<file path="config.mk">
export PLATFORM = sky130hd
export DESIGN_NAME = layer7_weight_loader
export DESIGN_NICKNAME = d
export VERILOG_FILES = /design/src/rtl/layer7_weight_loader.sv
export SDC_FILE = /design/constraint.sdc
export NUM_CORES = 1
export LEC_CHECK = 0
export CAP_MARGIN = 0
export CORE_MARGIN = 4
export CORE_UTILIZATION = 47
export DETAILED_ROUTE_END_ITERATION = 10
export GPL_TIMING_DRIVEN = 0
export MAX_ROUTING_LAYER = met4
export PLACE_DENSITY = 0.76
export SYNTH_ARGS = -nofsm -noshare
export SYNTH_HDL_FRONTEND = slang
export SYNTH_SLANG_ARGS = --single-unit
</file>
<file path="constraint.sdc">
create_clock -name clk -period 1.9 [get_ports clk]
set_input_delay 0.38 -clock clk [delete_from_list [all_inputs] [get_ports clk]]
set_output_delay 0.38 -clock clk [all_outputs]
set_load 0.02 [all_outputs]
</file>
<file path="src/rtl/layer7_weight_loader.sv">
// layer7_weight_loader: turns 32-bit bus words (two 16-bit weights each) into a
// gapless stream of single-weight writes for the layer-7 weight memory, and flags
// completion once TOTAL_WEIGHTS weights have been written.
// Optional feature: define LAYER7_WEIGHT_LOADER_CHECKSUM_EN to add weight_checksum,
// the modulo-2^16 sum of every weight written in the current load.
module layer7_weight_loader #(
    parameter int TOTAL_WEIGHTS = 400,
    parameter int ADDR_W        = 16
) (
    input  logic              clk,
    input  logic              rst,
    input  logic              start,
    input  logic              in_valid,
    output logic              in_ready,
    input  logic [31:0]       in_data,
    output logic              write_weight_signal,
    output logic [15:0]       write_weight_data,
    output logic [ADDR_W-1:0] write_weight_addr,
    output logic              weight_store_done,
    output logic              busy
`ifdef LAYER7_WEIGHT_LOADER_CHECKSUM_EN
    ,
    output logic [15:0]       weight_checksum
`endif
);

    typedef enum logic [1:0] {
        IDLE    = 2'd0,
        LOAD_LO = 2'd1,
        LOAD_HI = 2'd2,
        DONE    = 2'd3
    } state_t;

    localparam logic [ADDR_W-1:0] COUNT_FULL = ADDR_W'(TOTAL_WEIGHTS);
    localparam logic [ADDR_W-1:0] COUNT_LAST = ADDR_W'(TOTAL_WEIGHTS - 1);

    state_t            state;
    state_t            state_next;
    logic [ADDR_W-1:0] count;
    logic [31:0]       hold;
    logic              hold_full;
    logic              emit;
    logic              emit_hi;
    logic              restart;
    logic              accept;
    logic              count_full;
    logic              count_last;
    logic [15:0]       emit_word;

    assign count_full = (count == COUNT_FULL);
    assign count_last = (count == COUNT_LAST);
    assign accept     = in_ready & in_valid;
    assign emit_word  = emit_hi ? hold[31:16] : hold[15:0];
    assign busy       = (state == LOAD_LO) || (state == LOAD_HI);

    // State register
    always_ff @(posedge clk) begin
        if (!rst) begin
            state <= IDLE;
        end else begin
            state <= state_next;
        end
    end

    // Next state, input handshake and write-issue decisions
    always_comb begin
        state_next = state;
        in_ready   = 1'b0;
        emit       = 1'b0;
        emit_hi    = 1'b0;
        restart    = 1'b0;
        case (state)
            IDLE, DONE: begin
                if (start) begin
                    state_next = LOAD_LO;
                    restart    = 1'b1;
                end
            end
            LOAD_LO: begin
                // The holding register is either waiting for a word or has its
                // low half due; a full count means the last write already issued.
                if (count_full) begin
                    state_next = DONE;
                end else if (hold_full) begin
                    emit       = 1'b1;
                    state_next = LOAD_HI;
                end else begin
                    in_ready = 1'b1;
                end
            end
            LOAD_HI: begin
                // A full count here means the final weight was a low half: the
                // unused high half is dropped without a write.
                if (count_full) begin
                    state_next = DONE;
                end else begin
                    emit       = 1'b1;
                    emit_hi    = 1'b1;
                    in_ready   = !count_last;
                    state_next = LOAD_LO;
                end
            end
            default: state_next = IDLE;
        endcase
    end

    // Holding register, weight counter, registered write port and done flag
    always_ff @(posedge clk) begin
        if (!rst) begin
            count               <= '0;
            hold                <= '0;
            hold_full           <= 1'b0;
            write_weight_signal <= 1'b0;
            write_weight_data   <= '0;
            write_weight_addr   <= '0;
            weight_store_done   <= 1'b0;
        end else begin
            write_weight_signal <= emit;
            if (emit) begin
                write_weight_data <= emit_word;
                write_weight_addr <= count;
                count             <= count + 1'b1;
            end
            if (restart) begin
                count             <= '0;
                hold              <= '0;
                hold_full         <= 1'b0;
                weight_store_done <= 1'b0;
            end else begin
                if (accept) begin
                    hold      <= in_data;
                    hold_full <= 1'b1;
                end else if (emit_hi) begin
                    hold_full <= 1'b0;
                end
                if (busy && state_next == DONE) begin
                    weight_store_done <= 1'b1;
                end
            end
        end
    end

`ifdef LAYER7_WEIGHT_LOADER_CHECKSUM_EN
    // Running sum of every weight written in the current load
    always_ff @(posedge clk) begin
        if (!rst) begin
            weight_checksum <= '0;
        end else if (restart) begin
            weight_checksum <= '0;
        end else if (emit) begin
            weight_checksum <= weight_checksum + emit_word;
        end
    end
`endif

endmodule

</file>
==> results of run 1 <==
==> final cells by class <==
type	instances	area share [%]
clock inverter	4	1.011
sequential	85	33.77
multi-input combinational	310	38.82
inverter	7	0.5176
tap	102	2.514
timing repair buffer	85	15.92
clock buffer	10	2.514
buffer	37	4.930
==> flip-flops by register name (all words and copies together) (netlist names) <==
signal / flops
weight_store_done: 1
count: 16
hold: 32
write_weight_data: 16
state: 2
write_weight_addr: 16
write_weight_signal: 1
hold_full: 1
==> report_power, final <==
part | leakage, nW | internal (mW) | switching, mW
Combinational | 0.884 | 0.179 | 0.217
Clock | 0.0882 | 0.594 | 0.628
Sequential | 0.688 | 1.79 | 0.00997
Total | 1.66 | 2.56 | 0.855
==> worst max-delay path: stages, from the launching register on <==
cell	delay, ps
dfxtp_4	380
inv_2	50
ha_4	140
and4bb_2	260
o2111ai_4	220
a32oi_4	80
buf_6	140
nor2_4	100
buf_6	120
==> through the flow <==
| stage | hold slack, ps | area (sq um) | power [mW] | TNS (ps) | utilization [%] |
|---|---|---|---|---|---|
| after global routing | 469.1 | 5076 | 3.540 | -4399 | 65.69 |
| after detailed placement | 455.7 | 4587 | 2.179 | -18200 | 59.36 |
| after floorplan | 448.2 | 3759 | 2.038 | -165.5 | - |
| after global placement | 450.6 | 4587 | 2.173 | -15710 | 59.36 |
| after CTS | 466.3 | 4912 | 3.399 | -343.1 | 63.57 |
| final | 453.5 | 5076 | 3.418 | -915.1 | 65.69 |
==> logic make-up (layout without fill, tap and decap cells) <==
family,after synthesis,count (layout),synth area share (%)
AND/OR/NAND/NOR,165,165,22.55
AO/OA/AOI/OAI,127,127,22.01
flip-flops,85,85,45.36
buffers and inverters,45,143,5.470
XOR/XNOR,14,14,3.269
adder cells (fa/ha/maj),4,4,1.334
==> cell usage in the layout, fill, tap and decap left out, types with 3 or more instances in the layout <==
| master | instances |
|---|---|
| inv_1 | 5 |
| nor2_1 | 18 |
| and3_1 | 4 |
| nand2_1 | 59 |
| nand2b_1 | 16 |
| buf_2 | 5 |
| dfxtp_2 | 4 |
| a21boi_0 | 30 |
| clkbuf_2 | 9 |
| o21ai_0 | 6 |
| xor2_1 | 12 |
| ha_4 | 3 |
| buf_6 | 13 |
| and4_1 | 5 |
| a21oi_1 | 34 |
| clkdlybuf4s50_1 | 68 |
| a21oi_2 | 4 |
| dfxtp_1 | 79 |
| o21ai_1 | 29 |
| buf_4 | 14 |
| o2111ai_1 | 15 |
| and2_1 | 4 |
| nand3_2 | 7 |
| nand3_1 | 30 |
| nand4_1 | 7 |
| clkbuf_1 | 11 |
| clkbuf_8 | 9 |
==> metal layers <==
metal	wire, microns	part of all wire (%)	GRT usage, %
met5	0	0	-
met4	110	1.1	6.177
met3	604	6.3	4.235
met2	4613	48	33.23
met1	4297	45	26.17
==> worst max path at each step <==
| stage | endpoint | cells after the start | slack (ps) | startpoint |
|---|---|---|---|---|
| floorplan | count[0] | 8 | -20 | state[0] |
| global placement | in_ready | 8 | -640 | count[0] |
| detailed placement | in_ready | 8 | -660 | count[0] |
| CTS | in_ready | 8 | -340 | count[0] |
| global route | in_ready | 7 | -420 | count[0] |
| finish | in_ready | 8 | -330 | count[0] |
==> repair_timing <==
item,CTS,global route
pin swaps,6,4
setup buffers,7,5
endpoints found under the setup margin,86,69
gates cloned,0,3
gates resized for setup,43,42
==> flow_metrics.env, run 1 <==
export IMPL_status="complete, but fails checks"
export IMPL_violations="setup timing"
export IMPL_path_class="reg -> out"
export IMPL_htree_levels=3
export IMPL_grt_remaining_overflow=0
export IMPL_synth_top_area_share_pct=45.36
export IMPL_antenna_found_initial=0
export IMPL_synthTopCellsByCount="dfxtp_1, nand2_1, a21oi_1"
export IMPL_ios=72
export IMPL_fin_skew_ps=10.94
export IMPL_initial_core_util_pct=48.54
export IMPL_die_w_microns=97.34
export IMPL_relSlewSlack_pct=65.10
export IMPL_setup_viol=27
export IMPL_antenna_cells=0
export IMPL_wl_per_cell_microns=15.04
export IMPL_max_cap_viol_count=0
export IMPL_cp_end_kind="output pin"
export IMPL_worstPathMaxFanout=5
export IMPL_grt_pass1_wl_mm=15.68
export IMPL_syn_inst=440
export IMPL_layout_setup_ws_ps=-333.8
export IMPL_hold_depth=2
export IMPL_fin_crit_sh_pct=117.6
export IMPL_port_buffers=70
export IMPL_hold_violations=0
export IMPL_synth_most_common_cell="dfxtp_1"
export IMPL_crit_required_ps=1520
export IMPL_drc_errors=0
export IMPL_power_leakage_nw=1.660
export IMPL_nets=575
export IMPL_rr_startpoint="count[5]"
export IMPL_post_place_cells=612
export IMPL_ys_types=37
export IMPL_r2r_slack_ps=-40
export IMPL_core_area_sq_mm=0.007727
export IMPL_seqCellArea_sq_mm=0.001714
export IMPL_r2r_cells=8
export IMPL_hpwlAfterDp_mm=6.832
export IMPL_final_cells=640
export IMPL_synth_area_sq_mm=0.003751
export IMPL_drt_iter0_drc=210
export IMPL_hold_path_class="reg -> reg"
export IMPL_grt_use_total_pct=20.59
export IMPL_hold_path_endpoint="write_weight_addr[14]"
export IMPL_numCtsBuffers=9
export IMPL_firstDrtPassIters=4
export IMPL_cts_sinks=85
export IMPL_synth_avg_cell_area_sq_um=8.525
export IMPL_synth_seq_cells=85
export IMPL_synth_edf_count=0
export IMPL_wl_mm=9.626
export IMPL_synth_top_area_cell="dfxtp_1"
export IMPL_drv_slew=0
export IMPL_worst_slew_pin_slew_ps=523.5
export IMPL_worst_skew_pair_late_latency_ps=350
export IMPL_min_from="write_weight_addr[14]"
export IMPL_multi_input_area_sq_mm=0.001971
export IMPL_die_area_sq_mm=0.009474
export IMPL_syn_nets=480
export IMPL_drive_gt1_share_pct=17.10
export IMPL_ir_worst_vdd_mv=0.4237
export IMPL_synthTopCellsByArea="dfxtp_1, a21boi_0, nand2_1"
export IMPL_vias=3483
export IMPL_pre_cts_ws_ps=-657.1
export IMPL_die_y_microns=97.34
export IMPL_cts_root_buf="clkbuf_8"
export IMPL_start_kind="flop"
export IMPL_async_reset_ff_share_pct=0
export IMPL_ys_warn_count=0
export IMPL_hold_buffers=0
export IMPL_clk_path_buf_depth=2
export IMPL_rows=32
export IMPL_syn_to_final_growth_pct=35.32
export IMPL_grt_pass1_vias=3344
export IMPL_place_congestion=0.8320
export IMPL_ys_flop_type="dfxtp_1"
export IMPL_fmax_mhz=447.7
export IMPL_rsz0062_at_grt="true"
export IMPL_grt_max_degree=14
export IMPL_crit_arrival_ps=1850
export IMPL_reg2reg_to="hold[25]"
export IMPL_final_antenna_net_count=0
export IMPL_viasPerCell=5.442
export IMPL_powerDensity_mw_per_mm2=673.4
export IMPL_cts_tree="yes"
export IMPL_seq_area_frac_synth_pct=45.36
export IMPL_num_fill_cells=635
export IMPL_fin_crit_ps=2234
export IMPL_clkSlewWorstSetupHoldPaths_ps=80
Note: power is estimated with default switching activity, not from simulation.
==> inputs of run 2 (changes only) <==
--- a/config.mk
+++ b/config.mk
@@ -6,12 +6,10 @@
 export NUM_CORES = 1
 export LEC_CHECK = 0
 export CAP_MARGIN = 0
-export CORE_MARGIN = 4
-export CORE_UTILIZATION = 47
+export CORE_UTILIZATION = 56
 export DETAILED_ROUTE_END_ITERATION = 10
 export GPL_TIMING_DRIVEN = 0
-export MAX_ROUTING_LAYER = met4
-export PLACE_DENSITY = 0.76
+export PLACE_DENSITY = 0.85
 export SYNTH_ARGS = -nofsm -noshare
 export SYNTH_HDL_FRONTEND = slang
 export SYNTH_SLANG_ARGS = --single-unit
==> constraint.sdc (replaced) <==
create_clock -name clk -period 2.58 [get_ports clk]
set_input_delay 0.516 -clock clk [delete_from_list [all_inputs] [get_ports clk]]
set_output_delay 0.516 -clock clk [all_outputs]
set_load 0.02 [all_outputs]
==> run 2 against run 1 <==
The flow finishes with violations (DRC). Sequential cell count unchanged. Critical path depth decreased by 1. Setup slack improved by 410 ps. Sequential share of layout area increased by 1.8 points. Via count increased by 2.2%. Count of clock-buffer cells in the layout increased by 1. Clock skew decreased by 4.2 ps. Sequential power decreased by 26%. Total power decreased by 24%. Non-clock buffer count decreased by 11. Highest routed layer unchanged. Die area decreased by 26%. Hold slack improved by 7.3 ps. Largest power group unchanged. Critical endpoint unchanged.
==> flow_metrics.env, run 2 (same netlist as run 1, synthesis figures left out) <==
export IMPL_viasPerCell=5.875
export IMPL_hpwlAfterDp_mm=6.824
export IMPL_r2r_cells=7
export IMPL_reg2reg_to="count[4]"
export IMPL_worst_skew_pair_late_latency_ps=350
export IMPL_wl_per_cell_microns=15.72
export IMPL_syn_to_final_growth_pct=27.95
export IMPL_grt_use_total_pct=27.80
export IMPL_clkSlewWorstSetupHoldPaths_ps=80
export IMPL_start_kind="flop"
export IMPL_rr_startpoint="state[0]"
export IMPL_clk_path_buf_depth=2
export IMPL_crit_slowest_cell="dfxtp_1"
export IMPL_rsz0062_at_grt="true"
export IMPL_drc_errors=10
export IMPL_r2r_slack_ps=340
export IMPL_hold_violations=0
export IMPL_ios=72
export IMPL_vias=3560
export IMPL_core_area_sq_mm=0.006422
export IMPL_grt_pass1_wl_mm=15.54
export IMPL_crit_path_cell_trace="nor4_4 -> buf_4 -> o2111ai_4 -> a32oi_4 -> buf_6 -> nor2_2 -> buf_4"
export IMPL_drv_slew=0
export IMPL_crit_buf_inv=3
export IMPL_post_route_util_pct=74.73
export IMPL_firstDrtPassIters=8
export IMPL_crit_top_cell="buf_4"
export IMPL_drt_iter0_drc=283
export IMPL_crit_required_ps=2060
export IMPL_fin_skew_ps=6.691
export IMPL_cts_sinks=85
export IMPL_fin_crit_ps=2502
export IMPL_htree_levels=3
export IMPL_crit_arrival_ps=1990
export IMPL_grt_max_degree=14
export IMPL_nets=564
export IMPL_cp_end_kind="output pin"
export IMPL_slowest_delay_ps=360
export IMPL_antenna_cells=0
export IMPL_wl_mm=9.525
export IMPL_final_common_cell="dfxtp_1"
export IMPL_largest_reg_flops=32
export IMPL_worstPathMaxFanout=10
export IMPL_cts_root_buf="clkbuf_8"
export IMPL_final_cell_mix="dfxtp_1, clkdlybuf4s50_1, nand2_1, a21oi_1, nand3_1"
export IMPL_final_antenna_net_count=0
export IMPL_max_cap_viol_count=0
export IMPL_die_w_microns=83.85
export IMPL_antenna_found_initial=0
export IMPL_powerDensity_mw_per_mm2=539.6
export IMPL_worst_path_stages=7
export IMPL_drive_gt1_share_pct=8.696
export IMPL_die_area_sq_mm=0.007030
export IMPL_cts_tree="yes"
export IMPL_cpLargestDelayFamily="buffers and inverters"
export IMPL_die_y_microns=83.85
export IMPL_numCtsBuffers=9
export IMPL_initial_core_util_pct=58.41
export IMPL_grt_remaining_overflow=0
export IMPL_fmax_mhz=399.6
export IMPL_place_congestion=0.8767
export IMPL_path_class="reg -> out"
export IMPL_worst_slew_pin_slew_ps=510.5
export IMPL_regMostFlops="hold"
export IMPL_power_leakage_nw=1.574
export IMPL_crit_start="count[15]"
export IMPL_cp_endpoint="in_ready"
export IMPL_hold_path_class="reg -> reg"
export IMPL_hold_worst_slack_ps=460.8
export IMPL_fin_crit_sh_pct=96.99
export IMPL_ir_worst_vdd_mv=0.4387
export IMPL_relSlewSlack_pct=65.97
export IMPL_violations="DRC"
export IMPL_setup_viol=0
export IMPL_status="complete, but fails checks"
export IMPL_grt_pass1_vias=3292
export IMPL_port_buffers=70
export IMPL_rows=29
==> run 2: cell count changes in the layout (fill, tap and decap cells not counted), sizes merged <==
cell	previous run	this run
clkbuf	31	29
bufinv	1	2
buf	33	24
clkinvlp	1	0
dlymetal6s2s	0	1
clkinv	2	3
==> run 2: metrics by stage <==
step | setup WS, ps | power, mW | std cells | instance area (sq um) | TNS [ps]
after global placement | -135.3 | 1.597 | 587 | 4548 | -135.3
after global routing | -35.08 | 2.670 | 606 | 4800 | -35.08
after floorplan | 411.6 | 1.498 | 440 | 3751 | 0
final | 77.64 | 2.590 | 606 | 4800 | 0
after detailed placement | -157.6 | 1.605 | 587 | 4548 | -157.6
after CTS | 42.93 | 2.582 | 603 | 4767 | 0
==> run 2: how the worst min path moves through the flow <==
stage | from | end | slack (ps) | cells past startpoint
after floorplan | hold[31] | hold[31] | 450 | 2
after global placement | write_weight_data[1] | write_weight_data[1] | 450 | 2
after detailed placement | write_weight_data[1] | write_weight_data[1] | 450 | 2
after CTS | write_weight_data[1] | write_weight_data[1] | 460 | 2
after global routing | write_weight_data[0] | write_weight_data[0] | 480 | 2
final | write_weight_addr[0] | write_weight_addr[0] | 460 | 2
==> run 2: power breakdown <==
part | total, mW | switching [mW] | leakage (nW) | internal (mW)
Combinational | 0.258 | 0.150 | 0.780 | 0.108
Clock | 1.01 | 0.464 | 0.107 | 0.542
Sequential | 1.33 | 0.00655 | 0.687 | 1.32
Total | 2.59 | 0.620 | 1.57 | 1.97
==> run 2: final cells by class <==
class | count | area, sq um
multi-input combinational | 310 | 1858
sequential | 85 | 1707
fill | 478 | 1623
timing repair buffer | 74 | 730.7
buffer | 37 | 175.2
clock buffer | 11 | 131.4
tap | 77 | 96.34
clock inverter | 5 | 75.07
inverter | 7 | 26.28
==> run 2: timing repair <==
item,4_1_cts,5_1_grt
setup endpoints to repair,2,2
hold buffers,0,0
resized for setup,7,5
cloned,0,0
pin swaps,2,2
setup buffers,1,3
==> run 2: worst min-delay path, stage by stage, from the launching register on <==
cell	delay [ps]
dfxtp_1	310
nand2_1	40
a21boi_0	60
==> run 2: metal layers <==
layer / share of wire [%] / GRT usage (%) / up-vias
met1: 44 / 36.63 / 1656
met4: 1.4 / 9.091 / 0
met3: 6.9 / 5.935 / 13
met5: 0 / 0 / -
li1: - / - / 1718
met2: 48 / 45.45 / 173
==> inputs of run 3 (changes only) <==
--- a/config.mk
+++ b/config.mk
@@ -10,6 +10,7 @@
 export DETAILED_ROUTE_END_ITERATION = 10
 export GPL_TIMING_DRIVEN = 0
 export PLACE_DENSITY = 0.85
+export REMOVE_ABC_BUFFERS = 1
 export SYNTH_ARGS = -nofsm -noshare
 export SYNTH_HDL_FRONTEND = slang
 export SYNTH_SLANG_ARGS = --single-unit
==> run 3 against run 2 <==
The flow finishes with violations (DRC, setup timing). Global-route usage fell by 1.4 points. Die area unchanged. Count of clock-buffer cells in the layout is 1 higher. Via count is 4.8% lower. Fmax shrank 3.2%. Total power decreased by 3.3%. Largest cell class unchanged. Largest power group unchanged.
==> flow_metrics.env, run 3 (same netlist as run 1, synthesis figures left out) <==
export IMPL_drv_slew=0
export IMPL_hold_path_class="reg -> reg"
export IMPL_htree_levels=3
export IMPL_power_mw=2.503
export IMPL_die_area_sq_mm=0.007030
export IMPL_start_kind="flop"
export IMPL_worst_slew_pin_slew_ps=1048
export IMPL_die_y_microns=83.85
export IMPL_pre_cts_ws_ps=-1087
export IMPL_final_cells=572
export IMPL_grt_pass1_wl_mm=14.86
export IMPL_ios=72
export IMPL_vias=3389
export IMPL_crit_required_ps=2060
export IMPL_drt_iter0_drc=156
export IMPL_power_leakage_nw=1.477
export IMPL_nets=530
export IMPL_fin_crit_ps=2585
export IMPL_cts_sinks=85
export IMPL_slowest_delay_ps=530
export IMPL_antenna_cells=0
export IMPL_regMostFlops="hold"
export IMPL_fin_skew_ps=7.364
export IMPL_syn_to_final_growth_pct=25.45
export IMPL_hold_buffers=0
export IMPL_layout_setup_ws_ps=-4.521
export IMPL_grt_max_degree=51
export IMPL_num_fill_cells=489
export IMPL_final_area_sq_mm=0.004706
export IMPL_cts_tree="yes"
export IMPL_core_area_sq_mm=0.006422
export IMPL_fin_tns_setup_ps=-4.521
export IMPL_worst_skew_pair_late_latency_ps=350
export IMPL_cts_root_buf="clkbuf_8"
export IMPL_clk_path_buf_depth=2
export IMPL_post_place_cells=552
export IMPL_max_cap_viol_count=0
export IMPL_largest_reg_flops=32
export IMPL_setup_viol=1
export IMPL_grt_remaining_overflow=0
export IMPL_fin_crit_sh_pct=100.2
export IMPL_firstDrtPassIters=10
export IMPL_r2r_slack_ps=60
export IMPL_port_buffers=71
export IMPL_final_antenna_net_count=0
export IMPL_ir_worst_vdd_mv=0.3296
export IMPL_numCtsBuffers=9
export IMPL_crit_path_cell_trace="nor4_4 -> o2111ai_4 -> a32oi_4 -> nor2_1 -> clkdlybuf4s15_2"
export IMPL_final_cell_mix="dfxtp_1, clkdlybuf4s50_1, nand2_1, a21oi_1, nand3_1"
export IMPL_relSlewSlack_pct=29.94
export IMPL_clkSlewWorstSetupHoldPaths_ps=80
export IMPL_initial_core_util_pct=58.41
export IMPL_powerDensity_mw_per_mm2=531.9
export IMPL_placed_area_sq_mm=0.004429
export IMPL_grt_pass1_vias=3102
export IMPL_wl_per_cell_microns=15.69
export IMPL_cp_end_kind="output pin"
export IMPL_crit_slowest_cell="nor4_4"
export IMPL_rsz0062_at_grt="true"
export IMPL_wl_mm=8.973
export IMPL_fmax_mhz=386.9
export IMPL_drc_errors=8
export IMPL_status="complete, but fails checks"
export IMPL_hpwlAfterDp_mm=5.117
export IMPL_violations="DRC, setup timing"
export IMPL_die_w_microns=83.85
export IMPL_rows=29
export IMPL_path_class="reg -> out"
export IMPL_viasPerCell=5.925
export IMPL_grt_use_total_pct=26.36
export IMPL_crit_arrival_ps=2070
export IMPL_worstPathMaxFanout=5
export IMPL_final_common_cell="dfxtp_1"
export IMPL_drive_gt1_share_pct=7.475
export IMPL_antenna_found_initial=0
export IMPL_place_congestion=0.8018
export IMPL_hold_violations=0
## run 3: metal layers
layer,wire length (microns),up-vias,global-route usage (%),part of all wire (%)
met5,0,-,0,0
met4,208,0,13.64,2.3
met3,678,21,5.737,7.6
met2,4202,133,40.98,47
met1,3884,1581,34.42,43
li1,-,1654,-,-
## run 3: what timing repair did
| item | in CTS | in global routing |
|---|---|---|
| pin swaps | 2 | 1 |
| resized for setup | 11 | 4 |
| setup buffers | 2 | 0 |
| setup endpoints to repair | 85 | 57 |
| cloned | 2 | 0 |
## run 3: metrics by stage
stage | util, % | hold WS (ps)
6_report | 73.27 | 464.0
5_1_grt | 73.27 | 487.5
4_1_cts | 73.23 | 470.9
3_5_place_dp | 68.97 | 458.6
3_3_place_gp | 68.19 | 452.6
2_1_floorplan | - | 448.2
## run 3: worst max-delay path: cells and delay by family, from the launching register on
| family | cells | cell delay (ps) |
|---|---|---|
| flops | 1 | 380 |
| simple gates | 2 | 590 |
| buf+inv | 1 | 250 |
| compound gates | 2 | 490 |
## run 3: power by group
group	switching (mW)	internal, mW
Clock	0.466	0.472
Combinational	0.143	0.0961
Sequential	0.00628	1.32
Total	0.615	1.89
## run 3: worst paths after layout
path                        start              endpoint  depth (start not counted)
max reg2reg              count[5]              hold[21]                          6
max                      count[5]              in_ready                          5
min reg2reg  write_weight_addr[6]  write_weight_addr[6]                          2
min          write_weight_addr[6]  write_weight_addr[6]                          2
## run 3: area by class of cell
type	instances	area (sq um)	share of cell area (%)
tap	77	96.34	2.047
inverter	7	26.28	0.5584
multi-input combinational	312	1923	40.87
clock buffer	12	145.1	3.084
timing repair buffer	75	764.5	16.25
sequential	85	1703	36.19
clock inverter	4	47.55	1.010
